### config.mk
export PLATFORM = sky130hd
export DESIGN_NAME = result_bcd_conv_flat
export DESIGN_NICKNAME = d
export VERILOG_FILES = /design/src/rtl/result_bcd_conv_pkg.sv /design/src/rtl/result_bcd_conv_if.sv /design/src/rtl/result_bcd_conv_add3.sv /design/src/rtl/result_bcd_conv.sv /design/src/flat_wrapper.sv
export SDC_FILE = /design/constraint.sdc
export NUM_CORES = 1
export LEC_CHECK = 0
export BUFFER_PORTS_ARGS = -buffer_cell sky130_fd_sc_hd__buf_4
export CAP_MARGIN = 20
export CORE_ASPECT_RATIO = 1.5
export CORE_UTILIZATION = 50
export DETAILED_ROUTE_END_ITERATION = 8
export PLACE_DENSITY = 0.81
export RECOVER_POWER = 25
export SYNTH_ARGS = -nofsm -noshare
export SYNTH_HDL_FRONTEND = slang
export SYNTH_SLANG_ARGS = --single-unit
### constraint.sdc
create_clock -name clk -period 2.8 [get_ports clk]
set_clock_uncertainty 0.1 [all_clocks]
set_input_delay 0 -clock clk [delete_from_list [all_inputs] [get_ports clk]]
set_output_delay 0 -clock clk [all_outputs]
set_load 0.01 [all_outputs]
### src/rtl/result_bcd_conv_pkg.sv
// Shared calculator constants: datapath widths and converter state encoding.
// Imported by the BCD result converter, its interface and its sub-module.
package calc_pkg;

  localparam int CALC_W      = 28;
  localparam int CALC_DIGITS = 9;
  localparam int BCD_W       = 4;

  localparam logic [1:0] ST_IDLE  = 2'd0;
  localparam logic [1:0] ST_SHIFT = 2'd1;
  localparam logic [1:0] ST_DONE  = 2'd2;

  typedef enum logic [1:0] {
    IDLE  = ST_IDLE,
    SHIFT = ST_SHIFT,
    DONE  = ST_DONE
  } state_e;

endpackage

### src/rtl/result_bcd_conv_if.sv
// Handshake bundle between an arithmetic unit and the BCD converter.
// master: d_in/ovrflow_in/valid_in out; slave: ready/valid_out/neg/err/bcd/blank out.
interface result_bcd_conv_if
  import calc_pkg::*;
#(
  parameter int W      = CALC_W,
  parameter int DIGITS = CALC_DIGITS
);

  logic [W-1:0]            d_in;
  logic                    ovrflow_in;
  logic                    valid_in;
  logic                    ready;
  logic                    valid_out;
  logic                    neg;
  logic                    err;
  logic [BCD_W*DIGITS-1:0] bcd;
  logic [DIGITS-1:0]       blank;

  modport master (
    output d_in, ovrflow_in, valid_in,
    input  ready, valid_out, neg, err, bcd, blank
  );

  modport slave (
    input  d_in, ovrflow_in, valid_in,
    output ready, valid_out, neg, err, bcd, blank
  );

endinterface

### src/rtl/result_bcd_conv_add3.sv
// Double-dabble digit correction: adds 3 to a BCD digit >= 5.
// Ports: d (digit in), q (corrected digit out).
module bcd_add3
  import calc_pkg::*;
(
  input  logic [BCD_W-1:0] d,
  output logic [BCD_W-1:0] q
);

  assign q = (d >= BCD_W'(5)) ? d + BCD_W'(3) : d;

endmodule

### src/rtl/result_bcd_conv.sv
// Signed result to sign + BCD + leading-zero mask, one double-dabble shift per clock.
// Ports: clk, rst (sync, active-high), bus (slave side of result_bcd_conv_if).
module result_bcd_conv
  import calc_pkg::*;
#(
  parameter int W      = CALC_W,
  parameter int DIGITS = CALC_DIGITS
) (
  input logic               clk,
  input logic               rst,
  result_bcd_conv_if.slave  bus
);

  localparam int SW    = BCD_W * DIGITS;
  localparam int CNT_W = $clog2(W);

  state_e            state_q, state_d;
  logic [CNT_W-1:0]  cnt_q, cnt_d;
  logic [W-1:0]      mag_q, mag_d;
  logic [SW-1:0]     scr_q, scr_d;
  logic              neg_p_q, neg_p_d;
  logic              err_p_q, err_p_d;
  logic              valid_out_q, valid_out_d;
  logic              neg_q, neg_d;
  logic              err_q, err_d;
  logic [SW-1:0]     bcd_q, bcd_d;
  logic [DIGITS-1:0] blank_q, blank_d;

  logic [SW-1:0]     adj;
  logic [DIGITS-1:0] blank_c;
  logic              run;

  for (genvar g = 0; g < DIGITS; g++) begin : g_add3
    bcd_add3 u_add3 (
      .d (scr_q[g*BCD_W +: BCD_W]),
      .q (adj[g*BCD_W +: BCD_W])
    );
  end

  // A digit is blank while it and every digit above it is zero.
  always_comb begin
    run     = 1'b1;
    blank_c = '0;
    for (int i = DIGITS - 1; i >= 1; i--) begin
      run        = run & (scr_q[i*BCD_W +: BCD_W] == '0);
      blank_c[i] = run;
    end
  end

  always_comb begin
    state_d     = state_q;
    cnt_d       = cnt_q;
    mag_d       = mag_q;
    scr_d       = scr_q;
    neg_p_d     = neg_p_q;
    err_p_d     = err_p_q;
    valid_out_d = 1'b0;
    neg_d       = neg_q;
    err_d       = err_q;
    bcd_d       = bcd_q;
    blank_d     = blank_q;
    unique case (state_q)
      IDLE: begin
        if (bus.valid_in) begin
          scr_d = '0;
          cnt_d = '0;
          if (bus.ovrflow_in) begin
            err_p_d = 1'b1;
            neg_p_d = 1'b0;
            state_d = DONE;
          end else begin
            // -2^(W-1) negates to itself, which read unsigned is 2^(W-1).
            mag_d   = bus.d_in[W-1] ? -bus.d_in : bus.d_in;
            neg_p_d = bus.d_in[W-1];
            err_p_d = 1'b0;
            state_d = SHIFT;
          end
        end
      end
      SHIFT: begin
        {scr_d, mag_d} = {adj, mag_q} << 1;
        cnt_d          = cnt_q + 1'b1;
        if (cnt_q == CNT_W'(W - 1)) state_d = DONE;
      end
      DONE: begin
        valid_out_d = 1'b1;
        bcd_d       = scr_q;
        neg_d       = neg_p_q;
        err_d       = err_p_q;
        blank_d     = blank_c;
        state_d     = IDLE;
      end
      default: state_d = IDLE;
    endcase
  end

  always_ff @(posedge clk) begin
    if (rst) begin
      state_q     <= IDLE;
      cnt_q       <= '0;
      mag_q       <= '0;
      scr_q       <= '0;
      neg_p_q     <= 1'b0;
      err_p_q     <= 1'b0;
      valid_out_q <= 1'b0;
      neg_q       <= 1'b0;
      err_q       <= 1'b0;
      bcd_q       <= '0;
      blank_q     <= '0;
    end else begin
      state_q     <= state_d;
      cnt_q       <= cnt_d;
      mag_q       <= mag_d;
      scr_q       <= scr_d;
      neg_p_q     <= neg_p_d;
      err_p_q     <= err_p_d;
      valid_out_q <= valid_out_d;
      neg_q       <= neg_d;
      err_q       <= err_d;
      bcd_q       <= bcd_d;
      blank_q     <= blank_d;
    end
  end

  assign bus.ready     = (state_q == IDLE);
  assign bus.valid_out = valid_out_q;
  assign bus.neg       = neg_q;
  assign bus.err       = err_q;
  assign bus.bcd       = bcd_q;
  assign bus.blank     = blank_q;

endmodule
### src/flat_wrapper.sv
// flat-port wrapper written by rule: the top's interface ports become plain ports
module result_bcd_conv_flat import calc_pkg::*;
#(
  parameter int W      = CALC_W,
  parameter int DIGITS = CALC_DIGITS
)
  (clk, rst, bus_d_in, bus_ovrflow_in, bus_valid_in, bus_ready, bus_valid_out, bus_neg, bus_err, bus_bcd, bus_blank);
  result_bcd_conv_if #(.W(W), .DIGITS(DIGITS)) bus_i ();
  input logic clk;
  input logic rst;
  input wire logic [$bits(bus_i.d_in)-1:0] bus_d_in;
  input wire logic [$bits(bus_i.ovrflow_in)-1:0] bus_ovrflow_in;
  input wire logic [$bits(bus_i.valid_in)-1:0] bus_valid_in;
  output wire logic [$bits(bus_i.ready)-1:0] bus_ready;
  output wire logic [$bits(bus_i.valid_out)-1:0] bus_valid_out;
  output wire logic [$bits(bus_i.neg)-1:0] bus_neg;
  output wire logic [$bits(bus_i.err)-1:0] bus_err;
  output wire logic [$bits(bus_i.bcd)-1:0] bus_bcd;
  output wire logic [$bits(bus_i.blank)-1:0] bus_blank;
  assign bus_i.d_in = bus_d_in;
  assign bus_i.ovrflow_in = bus_ovrflow_in;
  assign bus_i.valid_in = bus_valid_in;
  assign bus_ready = bus_i.ready;
  assign bus_valid_out = bus_i.valid_out;
  assign bus_neg = bus_i.neg;
  assign bus_err = bus_i.err;
  assign bus_bcd = bus_i.bcd;
  assign bus_blank = bus_i.blank;
  result_bcd_conv #(.W(W), .DIGITS(DIGITS)) u_core (.clk(clk), .rst(rst), .bus(bus_i));
endmodule
==> reports/results.ini <==
[run_status]
status = finished with violations
violations = hold timing

[route]
antenna_left = 0
drtIter0Drc = 305
wl_per_cell_um = 14.0
vias = 5667
wirelength_mm = 14.1
drc_errors = 0
vias_per_cell = 5.62
dr.pass1.iters = 5

[critical_path]
cp-end-kind = flop
crit_fanout = 11
r2r-start = u_core.state_q[0]
crit_arrival_ps = 2970
cp.required_ps = 3000
crit_type = primary input to flop
crit_start = bus_d_in[7]
crit_path_start_kind = primary input

[logic_synthesis]
mappedNetlistArea_um2 = 5980
ys_seq_area_frac = 0.402
yosys_warnings = 0
synth.ff_latch_count = 120
synth_top_area_cell = dfxtp_1
syn_area_per_cell_um2 = 7.94
synth.distinct_cells = 51
synth_top_area_share = 0.402
synth_nets = 812
synthTopCellsByArea = dfxtp_1, a21oi_1, nand2_1
synth_edf_count = 0
ys.flop_type = dfxtp_1
syn_inst = 753
async_reset_ff_frac = 0

[floorplan]
std_cell_rows = 48
die_x_um = 91.3
core_um2 = 11600
die_h_um = 136
start_util = 0.516
dieArea_um2 = 12400
io-pin-count = 81

[worst_hold_path]
worst_hold_path_type = primary input to flop
hold_path_startpoint = bus_d_in[6]

[pwr]
ir_worst_vdd_mv = 0.431
p_leak_uw = 0.00272
powerDensity_nw_per_um2 = 596

[sta]
timing.final.crit_share = 0.989
finalSetupViolations = 0
hold_ws_ps = -0.882
slew_headroom = 0.498
slew_violations = 0
tightest_slew_ps = 750
final-hold-violation-count = 1
fmax_ghz = 0.361
period_minus_slack_ps = 2770
setup_tns_ps = 0

[run]
maxCapViolCount = 0

[finish]
antennaDiodeCount = 0
fin_nets = 907
area_growth_pct = 26.0
layout-drive-gt1-share = 0.108
multi_input_area_um2 = 3330
mostFrequentLayoutCell = dfxtp_1
final_cell_mix = dfxtp_1, nand2_1, a21oi_1, nor2_1, buf_4
filler_cell_count = 953
regArea_um2 = 2400

[placement]
portBuffers = 79
gp_congestion = 0.800
hpwl_mm = 8.89

[clock_network]
clock_tree.buffer_depth = 2
h-tree-depth = 4
cts_sinks = 120
cts_tree = yes
path_clk_slew_ps = 50
clk_latency_ps = 410
cts_buffers = 17
cts_root_buf = clkbuf_16

[global_route]
grt_pass1_vias = 5331
grt_first_pass_wirelength_mm = 23.4
grt_antenna_before_repair = 0
grt_overflow = 0
track_usage = 0.232
grt_max_degree = 70

-- flip-flops by register name, summed over array words and instances (netlist names), 2 cells and up --
register,count
u_core.state_q,2
u_core.cnt_q,5
u_core.bus.bcd,36
u_core.mag_q,28
u_core.scr_q,36
u_core.bus.blank,8
-- kinds of logic (layout without fill, tap and decap cells) --
group / Yosys count / in the layout / synth area share
AO/OA/AOI/OAI: 218 / 218 / 0.227
XOR/XNOR: 29 / 29 / 0.0425
adder cells (fa/ha/maj): 27 / 27 / 0.0565
buffers and inverters: 75 / 181 / 0.0490
flip-flops: 120 / 120 / 0.402
multiplexers: 6 / 6 / 0.0100
other: 1 / 1 / 0.000627
AND/OR/NAND/NOR: 277 / 277 / 0.212
-- cells in the mapped netlist, drive strengths merged, types with 7 or more instances --
cell and instances:
xor2 8, or3 8, nand3 17, ha 27, nor3 15, o31ai 14, nor2 65, a22oi 22
xnor2 21, clkbuf 44, or4 8, nor3b 7, o21ai 42, a21oi 90, o41ai 7, o211ai 9
dfxtp 120, nand2 118, buf 8, inv 23, nand2b 17
-- routing by layer --
metal / global-route usage / wire length (µm) / vias up / share of wire
li1: - / - / 2834 / -
met1: 0.251 / 5890 / 2662 / 0.42
met2: 0.438 / 7390 / 152 / 0.52
met3: 0.0436 / 581 / 19 / 0.041
met4: 0.0961 / 221 / 0 / 0.016
met5: 0 / 0 / - / 0
-- per-stage QoR --
step | setup WS [ps] | cells | util | instance area (µm²) | power [µW]
after detailed placement | 530 | 941 | 0.575 | 6660 | 2250
after floorplan | 720 | 753 | - | 5980 | 2100
final | 29.6 | 1009 | 0.650 | 7530 | 4490
after global placement | 576 | 941 | 0.575 | 6660 | 2240
after CTS | 11.6 | 1008 | 0.659 | 7630 | 4520
after global routing | -6.13 | 1009 | 0.650 | 7530 | 4650
-- what timing repair did --
action | 4_1_cts | 5_1_grt
hold endpoints to repair | 55 | 0
buffers inserted | 0 | 0
hold buffers | 37 | 0
resized for setup | 0 | 6
endpoints found under the setup margin | 0 | 8
-- report_power, final --
part	leakage [µW]	internal, µW	switching [µW]	total [µW]
Sequential	0.000972	1760	36.2	1800
Combinational	0.00146	196	272	467
Clock	0.000289	1500	724	2220
Total	0.00272	3450	1030	4490
-- cell type report --
cell class              instances  area share
repair buffers                128       0.122
well taps                     150      0.0249
flip-flops and latches        120       0.319
multi-input cells             558       0.443
clock buffers                  21      0.0598
clock inverters                 9      0.0199
inverters                      23      0.0115
-- worst max-delay path, stage by stage --
cell	delay (ps)
dlygate4sd3_1	550
buf_4	150
or4_4	580
or3_1	530
o31ai_1	330
mux2i_1	230
dlygate4sd3_1	560
nand2_1	40
-- worst paths after layout --
path / endpoint / slack, ps / cells past startpoint
max: u_core.mag_q[20] / 30 / 8
min: u_core.mag_q[6] / -0.9 / 4
max reg2reg: u_core.mag_q[18] / 490 / 6
min reg2reg: u_core.bus.bcd[8] / 350 / 2
Note: power is estimated with default switching activity, not from simulation.
